--- src/rtl/pixel_clip_fifo_if.sv ---
// Pixel plot stream between the drawers and the clip FIFO, plus the FIFO's
// ready/valid drain side towards the framebuffer write port.
interface pixel_clip_fifo_if;
   logic [7:0] in_x;
   logic [6:0] in_y;
   logic [2:0] in_colour;
   logic       in_plot;
   logic       in_ready;
   logic [7:0] out_x;
   logic [6:0] out_y;
   logic [2:0] out_colour;
   logic       out_plot;
   logic       out_ready;

   modport master (
      output in_x, in_y, in_colour, in_plot, out_ready,
      input  in_ready, out_x, out_y, out_colour, out_plot
   );

   modport slave (
      input  in_x, in_y, in_colour, in_plot, out_ready,
      output in_ready, out_x, out_y, out_colour, out_plot
   );
endinterface

--- src/rtl/pixel_clip_fifo.sv ---
// Clips plot requests to the visible area and buffers survivors in a small FIFO.
// Optional feature macro: PIXEL_CLIP_STATS_EN enables the clipped-pixel counter.
module pixel_clip_fifo #(
   parameter int DEPTH = 8,
   parameter int XMAX  = 160,
   parameter int YMAX  = 120
) (
   input  logic              clk,
   input  logic              rst,
   pixel_clip_fifo_if.slave  pix,
   output logic              overflow,
   output logic              empty,
   output logic [15:0]       clipped_count
);
   localparam int AW = $clog2(DEPTH);
   localparam int DW = 18;
   localparam logic [AW:0] FULL_COUNT = (AW+1)'(DEPTH);

   typedef enum logic [1:0] {ST_EMPTY, ST_PARTIAL, ST_FULL} state_t;

   state_t        state;
   logic [AW:0]   count_reg, count_next;
   logic [AW-1:0] wr_ptr_reg, rd_ptr_reg;
   logic          overflow_reg;
   logic [DW-1:0] mem [DEPTH];
   logic [DW-1:0] head;
   logic          in_range, push, pop, drop;

   assign in_range = (32'(pix.in_x) < XMAX) && (32'(pix.in_y) < YMAX);

   always_comb begin
      state = ST_PARTIAL;
      if (count_reg == '0)
         state = ST_EMPTY;
      else if (count_reg == FULL_COUNT)
         state = ST_FULL;
   end

   // Readiness comes from held occupancy only, so a pop never frees a slot
   // for a push in the same cycle.
   assign pix.in_ready = (state != ST_FULL);
   assign pix.out_plot = (state != ST_EMPTY);
   assign empty        = (state == ST_EMPTY);
   assign overflow     = overflow_reg;

   assign push = pix.in_plot && in_range && pix.in_ready;
   assign drop = pix.in_plot && in_range && !pix.in_ready;
   assign pop  = pix.out_plot && pix.out_ready;

   always_comb begin
      count_next = count_reg;
      case ({push, pop})
         2'b10:   count_next = count_reg + (AW+1)'(1);
         2'b01:   count_next = count_reg - (AW+1)'(1);
         default: count_next = count_reg;
      endcase
   end

   always_ff @(posedge clk or posedge rst) begin
      if (rst) begin
         count_reg    <= '0;
         wr_ptr_reg   <= '0;
         rd_ptr_reg   <= '0;
         overflow_reg <= 1'b0;
      end else begin
         count_reg <= count_next;
         if (push)
            wr_ptr_reg <= wr_ptr_reg + AW'(1);
         if (pop)
            rd_ptr_reg <= rd_ptr_reg + AW'(1);
         if (drop)
            overflow_reg <= 1'b1;
      end
   end

   // Storage needs no reset: occupancy is tracked by count_reg alone.
   always_ff @(posedge clk) begin
      if (push)
         mem[wr_ptr_reg] <= {pix.in_x, pix.in_y, pix.in_colour};
   end

   assign head = mem[rd_ptr_reg];
   assign {pix.out_x, pix.out_y, pix.out_colour} = empty ? '0 : head;

`ifdef PIXEL_CLIP_STATS_EN
   logic [15:0] clipped_count_reg;

   always_ff @(posedge clk or posedge rst) begin
      if (rst)
         clipped_count_reg <= '0;
      else if (pix.in_plot && !in_range && clipped_count_reg != 16'hFFFF)
         clipped_count_reg <= clipped_count_reg + 16'd1;
   end

   assign clipped_count = clipped_count_reg;
`else
   assign clipped_count = 16'd0;
`endif
endmodule
--- src/flat_wrapper.sv ---
// flat-port wrapper written by rule: the top's interface ports become plain ports
module pixel_clip_fifo_flat 
#(
   parameter int DEPTH = 8,
   parameter int XMAX  = 160,
   parameter int YMAX  = 120
)
  (clk, rst, overflow, empty, clipped_count, pix_in_x, pix_in_y, pix_in_colour, pix_in_plot, pix_out_ready, pix_in_ready, pix_out_x, pix_out_y, pix_out_colour, pix_out_plot);
  pixel_clip_fifo_if pix_i ();
  input  logic clk;
  input  logic rst;
  output logic overflow;
  output logic empty;
  output logic [15:0] clipped_count;
  input wire logic [$bits(pix_i.in_x)-1:0] pix_in_x;
  input wire logic [$bits(pix_i.in_y)-1:0] pix_in_y;
  input wire logic [$bits(pix_i.in_colour)-1:0] pix_in_colour;
  input wire logic [$bits(pix_i.in_plot)-1:0] pix_in_plot;
  input wire logic [$bits(pix_i.out_ready)-1:0] pix_out_ready;
  output wire logic [$bits(pix_i.in_ready)-1:0] pix_in_ready;
  output wire logic [$bits(pix_i.out_x)-1:0] pix_out_x;
  output wire logic [$bits(pix_i.out_y)-1:0] pix_out_y;
  output wire logic [$bits(pix_i.out_colour)-1:0] pix_out_colour;
  output wire logic [$bits(pix_i.out_plot)-1:0] pix_out_plot;
  assign pix_i.in_x = pix_in_x;
  assign pix_i.in_y = pix_in_y;
  assign pix_i.in_colour = pix_in_colour;
  assign pix_i.in_plot = pix_in_plot;
  assign pix_i.out_ready = pix_out_ready;
  assign pix_in_ready = pix_i.in_ready;
  assign pix_out_x = pix_i.out_x;
  assign pix_out_y = pix_i.out_y;
  assign pix_out_colour = pix_i.out_colour;
  assign pix_out_plot = pix_i.out_plot;
  pixel_clip_fifo #(.DEPTH(DEPTH), .XMAX(XMAX), .YMAX(YMAX)) u_core (.clk(clk), .rst(rst), .pix(pix_i), .overflow(overflow), .empty(empty), .clipped_count(clipped_count));
endmodule
--- config.mk ---
export PLATFORM = sky130hd
export DESIGN_NAME = pixel_clip_fifo_flat
export DESIGN_NICKNAME = d
export VERILOG_FILES = /design/src/rtl/pixel_clip_fifo_if.sv /design/src/rtl/pixel_clip_fifo.sv /design/src/flat_wrapper.sv
export SDC_FILE = /design/constraint.sdc
export NUM_CORES = 1
export LEC_CHECK = 0
export CAP_MARGIN = 25
export CORE_UTILIZATION = 63
export CTS_BUF_LIST = sky130_fd_sc_hd__clkbuf_8
export DETAILED_ROUTE_END_ITERATION = 12
export PLACE_DENSITY = 0.86
export SYNTH_ARGS = -nofsm -noshare
export SYNTH_HDL_FRONTEND = slang
export SYNTH_SLANG_ARGS = --single-unit
--- constraint.sdc ---
create_clock -name clk -period 6.47 [get_ports clk]
set_input_delay 1.294 -clock clk [delete_from_list [all_inputs] [get_ports clk]]
set_output_delay 1.294 -clock clk [all_outputs]
set_load 0.05 [all_outputs]
==> results of run 1 <==
[per-layer routing]
layer	track usage	up-vias	routed length (um)
met5	0	-	0
met2	0.410	158	6070
met4	0.123	0	235
met1	0.324	1577	4480
li1	-	1328	-
met3	0.0594	19	793
[power by group through the flow]
stage,combinational [mW],clock (mW),sequential (mW)
global placement,1.32,0,1.39
finish,1.43,0.678,1.32
detailed placement,1.36,0,1.39
floorplan,1.06,0,1.30
CTS,1.37,0.684,1.37
global route,1.50,0.727,1.33
[placed cells by master, fill, tap and decap left out, types with 2 or more instances in the layout]
cell,Yosys,final
sky130_fd_sc_hd__nor2_1,2,2
sky130_fd_sc_hd__clkbuf_8,0,17
sky130_fd_sc_hd__inv_8,0,2
sky130_fd_sc_hd__a22o_1,18,18
sky130_fd_sc_hd__inv_1,5,6
sky130_fd_sc_hd__mux2_2,3,3
sky130_fd_sc_hd__conb_1,1,16
sky130_fd_sc_hd__ha_1,5,5
sky130_fd_sc_hd__nor4b_2,0,2
sky130_fd_sc_hd__xnor2_1,6,6
sky130_fd_sc_hd__nor4_2,0,2
sky130_fd_sc_hd__nor3_2,0,4
sky130_fd_sc_hd__nand2_1,3,3
sky130_fd_sc_hd__edfxtp_1,144,144
sky130_fd_sc_hd__clkinvlp_4,0,4
sky130_fd_sc_hd__nand4_1,2,2
sky130_fd_sc_hd__buf_4,18,13
sky130_fd_sc_hd__mux4_2,36,36
sky130_fd_sc_hd__dfrtp_1,11,10
sky130_fd_sc_hd__clkinv_2,0,2
sky130_fd_sc_hd__nand3_1,2,2
sky130_fd_sc_hd__inv_6,0,5
sky130_fd_sc_hd__clkdlybuf4s50_1,0,43
[logic make-up after synthesis]
family	after synthesis	synth area share
other	1	0.000603
AO/OA/AOI/OAI	26	0.0348
multiplexers	40	0.137
adder cells (fa/ha/maj)	5	0.0101
flip-flops	155	0.739
AND/OR/NAND/NOR	27	0.0302
XOR/XNOR	7	0.00986
buffers and inverters	37	0.0378
[per-stage QoR]
step                utilization  hold slack [ns]  total power, mW  cell area, sq um  instances
floorplan                     -            0.459             2.36              6280        313
global placement          0.722            0.465             2.72              6800        467
detailed placement        0.724            0.491             2.75              6820        468
CTS                       0.764            0.506             3.43              7190        500
global route              0.766            0.530             3.56              7210        501
finish                    0.766            0.499             3.43              7210        501
[worst max-delay path, delay by kind of cell, from the launching register on]
| family | cells | cell delay, ns |
|---|---|---|
| AOI/OAI and AO/OA | 1 | 0.27 |
| buffers and inverters | 3 | 1.22 |
| DFF | 1 | 0.83 |
| muxes | 1 | 0.34 |
[worst max path at each step]
stage | slack [ns] | to | startpoint | cells past startpoint
3_5_place_dp | 2.01 | u_core.mem[3][0] | pix_in_x[6] | 5
4_1_cts | 1.73 | pix_out_x[5] | u_core.rd_ptr_reg[0] | 4
2_1_floorplan | 2.19 | u_core.mem[2][0] | pix_in_x[6] | 4
6_report | 2.07 | pix_out_y[3] | u_core.rd_ptr_reg[1] | 5
5_1_grt | 1.94 | pix_out_x[6] | u_core.count_reg[0] | 5
3_3_place_gp | 2.18 | u_core.mem[3][0] | pix_in_x[6] | 5
[area by class of cell]
cell class	instances	area [sq um]
Fill cell	489	2210
Sequential cell	155	4600
Clock inverter	15	140
Tap cell	129	161
Timing Repair Buffer	58	563
Clock buffer	17	234
Inverter	6	22.5
Multi-Input combinational cell	121	1490
==> impl_metrics.ini, run 1 <==
[sta]
fin_crit_sh = 0.680
hold_violations = 0
min_period_ns = 4.40
drv_slew = 0
final_tns_setup_ns = 0
worst-slew-pin-transition_ns = 0.964
slew_headroom = 0.358
setup_viol_count_final = 0
fin_skew_ns = 0.0163
timing_limited_maximum_frequency_ghz = 0.227
fin_ws_ns = 2.07
setup_repair_after_global_routing_missed_its_margin = no

[drt]
ant_nets = 0
wl_per_cell_um = 23.1
drt_pass1_iterations = 4
drc_violation_total_after_the_first_tritonroute_iteration = 264
drc = 0
drt_wl_total_mm = 11.6
via_count = 3082
vias_per_cell = 6.15

[clock_tree]
h-tree-depth = 4
cts.root.buffer_cell = sky130_fd_sc_hd__clkbuf_8
cts-buffers-inserted = 17
ctsHoldBuffers = 0
tritoncts_num_sinks = 155
clock_latency_on_the_worst_skew_pair_ns = 0.43
cts_tree = built
number_of_buffers_on_the_longest_clock_path = 2
clk_pin_slew_ns = 0.09
cts_resized = 0
post_cts_buffers = 0

[finish]
area_added_between_synthesis_and_finish_pct = 15.9
max_reg_flops = 144
num-nets-final = 386
final_layout_size_suffix_gt1_frac = 0.261
diodes = 0

[power_and_ir_drop]
p_int_mw = 2.12
power.density_nw_per_um2 = 475
share_of_power_burned_in_combinational_logic = 0.416
netSwitchingFraction = 0.382
ir_drop_mv = 0.332
power.share.sequential = 0.386
power.clock.fraction = 0.198
p_leak_nw = 2.38
total_switching_power_mw = 1.31

[logic_synthesis]
number_of_enable_flip_flop_cells_after_synthesis = 144
most_used_flip_flop_cell_after_synthesis = sky130_fd_sc_hd__edfxtp_1
syn_area_per_cell_sq_um = 20.9
ys_top_cells_by_area = sky130_fd_sc_hd__edfxtp_1 70%, sky130_fd_sc_hd__mux4_2 13%, sky130_fd_sc_hd__dfrtp_1 4.4%
yosysTopAreaCellShare = 0.695
ys_top_cells_by_count = 144 x sky130_fd_sc_hd__edfxtp_1, 36 x sky130_fd_sc_hd__mux4_2, 18 x sky130_fd_sc_hd__a22o_1, 18 x sky130_fd_sc_hd__buf_4, 11 x sky130_fd_sc_hd__dfrtp_1
yosysUniqueCellTypes = 43
area_of_the_mapped_netlist_sq_um = 6220
synth_most_common_cell = sky130_fd_sc_hd__edfxtp_1
synth.yosys.seq_area_share = 0.739
synth_top_area_cell = sky130_fd_sc_hd__edfxtp_1
yosys_warnings = 0
async_flop_share = 0.0710
yosys_register_bits = 155
synthesis.instances = 298

[floorplanning]
floorplan.core_area_sq_um = 9420
design.die.area_sq_um = 10300
ios = 60
die_height_um = 101
floorplan.rows = 35
initial_core_util = 0.661
floorplan.die.width_um = 101

[worst_setup_path]
regToRegStartpoint = u_core.count_reg[0]
critical_path_class = register to output port
cp.required_ns = 5.18
max_stage_delay_ns = 0.83
critical_path.slowest_cell = sky130_fd_sc_hd__dfrtp_1
capturing_point_of_the_worst_reg2reg_path = u_core.count_reg[3]
path_max_fanout = 15
critical_path_arrival_ns = 3.11
timing.critical_path.cells = buf_8, buf_4, mux4_2, a22o_1, clkdlybuf4s50_1
rrSetupSlack_ns = 3.35
path_depth_of_the_worst_reg2reg_path = 6
setup.worst_path.start_class = register
setup.worst_path.end_class = output port

[place]
finalWeightedCongestion = 0.778
count_of_input_and_output_buffers = 43
dpl_worst_slack_ns = 2.01
hpwl_mm = 7.01

[global_routing]
wire_length_of_the_first_global_routing_pass_mm = 17.6
grt_start_max_net_pins = 30
antenna_found_initial = 0
grt_pass1_vias = 3213
gr-total-overflow = 0
track_usage = 0.251

[hold_path]
hold_start = u_core.rd_ptr_reg[2]
hold_path_depth = 1
class_of_the_tightest_hold_or_removal_check = register to register
min_to = u_core.rd_ptr_reg[2]

[flow_run]
number_of_violations_of_the_max_capacitance_limit = 0

[status]
status = finished, final reports clean
Note: power is estimated with default switching activity, not from simulation.
==> inputs of run 2 (changes only) <==
--- a/config.mk
+++ b/config.mk
@@ -6,10 +6,10 @@
 export NUM_CORES = 1
 export LEC_CHECK = 0
 export CAP_MARGIN = 25
-export CORE_UTILIZATION = 63
+export CORE_UTILIZATION = 53
 export CTS_BUF_LIST = sky130_fd_sc_hd__clkbuf_8
 export DETAILED_ROUTE_END_ITERATION = 12
-export PLACE_DENSITY = 0.86
+export PLACE_DENSITY = 0.77
 export SYNTH_ARGS = -nofsm -noshare
 export SYNTH_HDL_FRONTEND = slang
 export SYNTH_SLANG_ARGS = --single-unit
==> constraint.sdc (replaced) <==
create_clock -name clk -period 4 [get_ports clk]
set_input_delay 0.8 -clock clk [delete_from_list [all_inputs] [get_ports clk]]
set_output_delay 0.8 -clock clk [all_outputs]
set_load 0.05 [all_outputs]
==> run 2 against run 1 <==
Compared with the run above:
- critical path depth down 1
- sequential share of layout area shrank 0.83 points
- die area up 18%
- via count decreased by 1.9%
- sequential power up 61%
- core utilization shrank 13 points
- routed wire length down 2.5%
- final area rose by 1.3%
- power is 62% higher
- non-clock buffer count grew 7
- setup slack worse by 1.7 ns
- critical endpoint is now pix_out_y[5]
- largest power group unchanged
- highest routed layer unchanged
==> impl_metrics.ini, run 2 (synthesized netlist as in run 1, its figures left out) <==
[status]
status = finished, final reports clean

[worst_setup_path]
worst-path-buf-inv = 2
worst-path-stages = 4
path_depth_of_the_worst_reg2reg_path = 6
critical_path.slowest_cell = sky130_fd_sc_hd__clkdlybuf4s50_1
max_stage_delay_ns = 0.71
regToRegStartpoint = u_core.count_reg[0]
cp.required_ns = 3.20
setup.worst_path.start_class = register
rrSetupSlack_ns = 1.28
cp-startpoint = u_core.rd_ptr_reg[0]
setup.worst_path.end_class = output port
path_max_fanout = 32
timing.critical_path.cells = buf_12, mux4_2, a22o_1, clkdlybuf4s50_1
critical_path_arrival_ns = 2.79
capturing_point_of_the_worst_reg2reg_path = u_core.count_reg[3]
critical-path-top-delay-family = buffers and inverters
crit_end = pix_out_y[5]
critical_path_class = register to output port

[sta]
fin_crit_sh = 0.898
slew_headroom = 0.659
fin_skew_ns = 0.0116
worst_hold_margin_ns = 0.498
worst-slew-pin-transition_ns = 0.510
setup_viol_count_final = 0
hold_violations = 0
setup_repair_after_global_routing_missed_its_margin = no
min_period_ns = 3.59
timing_limited_maximum_frequency_ghz = 0.278
final_tns_setup_ns = 0
drv_slew = 0

[floorplanning]
floorplan.die.width_um = 110
ios = 60
floorplan.rows = 39
design.die.area_sq_um = 12200
initial_core_util = 0.545
die_height_um = 110
floorplan.core_area_sq_um = 11400

[finish]
post-route-util = 0.640
diodes = 0
layout_common_cells = 144 x sky130_fd_sc_hd__edfxtp_1, 43 x sky130_fd_sc_hd__clkdlybuf4s50_1, 36 x sky130_fd_sc_hd__mux4_2, 21 x sky130_fd_sc_hd__clkbuf_8, 20 x sky130_fd_sc_hd__buf_4
mostFrequentLayoutCell = sky130_fd_sc_hd__edfxtp_1
max_reg_flops = 144
num-nets-final = 393
final_layout_size_suffix_gt1_frac = 0.266
area_added_between_synthesis_and_finish_pct = 17.4

[power_and_ir_drop]
p_leak_nw = 2.45
totalPowerFinal_mw = 5.57
ir_drop_mv = 0.543
power.density_nw_per_um2 = 762

[global_routing]
track_usage = 0.208
gr-total-overflow = 0
grt_pass1_vias = 3161
wire_length_of_the_first_global_routing_pass_mm = 17.5
antenna_found_initial = 0
grt_start_max_net_pins = 33

[place]
count_of_input_and_output_buffers = 43
finalWeightedCongestion = 0.748
hpwl_mm = 7.12

[drt]
drc = 0
met2_layer_wire_length_in_the_routed_design_mm = 5.88
via_count = 3023
met1_wire_length_mm = 4.60
drt_wl_total_mm = 11.3
drc_violation_total_after_the_first_tritonroute_iteration = 229
wl_per_cell_um = 21.6
routed.top_layer = met4
vias_per_cell = 5.79
drt_pass1_iterations = 4
wl_met3_um = 672
ant_nets = 0

[clock_tree]
post_cts_buffers = 0
number_of_buffers_on_the_longest_clock_path = 2
cts_tree = built
cts_resized = 0
ctsHoldBuffers = 0
tritoncts_num_sinks = 155
h-tree-depth = 4
cts-buffers-inserted = 17
clock_latency_on_the_worst_skew_pair_ns = 0.44
clk_pin_slew_ns = 0.08
cts.root.buffer_cell = sky130_fd_sc_hd__clkbuf_8

[flow_run]
number_of_violations_of_the_max_capacitance_limit = 0

[hold_path]
class_of_the_tightest_hold_or_removal_check = register to register
## run 2: cell types whose count changed in the layout (fill, tap and decap cells not counted), sizes merged
| cell | change |
|---|---|
| buf | +7 |
| bufinv | +1 |
| clkbuf | +4 |
| clkinv | +1 |
| clkinvlp | -2 |
| inv | -4 |
## run 2: worst min path at each step
stage,start,endpoint,slack (ns),depth (start not counted)
after CTS,u_core.rd_ptr_reg[2],u_core.rd_ptr_reg[2],0.50,1
after global routing,u_core.rd_ptr_reg[2],u_core.rd_ptr_reg[2],0.53,1
after floorplan,u_core.rd_ptr_reg[2],u_core.rd_ptr_reg[2],0.46,1
after detailed placement,u_core.rd_ptr_reg[2],u_core.rd_ptr_reg[2],0.49,1
after global placement,u_core.overflow,u_core.overflow,0.47,1
final,u_core.overflow,u_core.overflow,0.50,1
## run 2: metal layers
layer / track usage / vias up
met5: 0 / -
met3: 0.0547 / 8
met4: 0.0705 / 0
met1: 0.276 / 1570
li1: - / 1333
met2: 0.339 / 112
## run 2: power by group
part	switching (mW)	internal, mW
sequential	0.168	1.97
combinational	1.34	0.966
clock	0.517	0.609
total	2.03	3.54
## run 2: final cells by class
type	count	area, sq um
Multi-Input combinational cell	121	1490
Sequential cell	155	4600
Clock inverter	11	105
Timing Repair Buffer	65	621
Tap cell	143	179
Clock buffer	21	289
Inverter	6	22.5
Fill cell	793	4110
## run 2: stage by stage
stage / instance area [sq um] / cells / worst slack, ns
global placement: 6910 / 490 / 0.791
global route: 7300 / 522 / 0.290
finish: 7300 / 522 / 0.409
CTS: 7300 / 522 / 0.379
detailed placement: 6910 / 490 / 0.644
floorplan: 6280 / 313 / 0.216
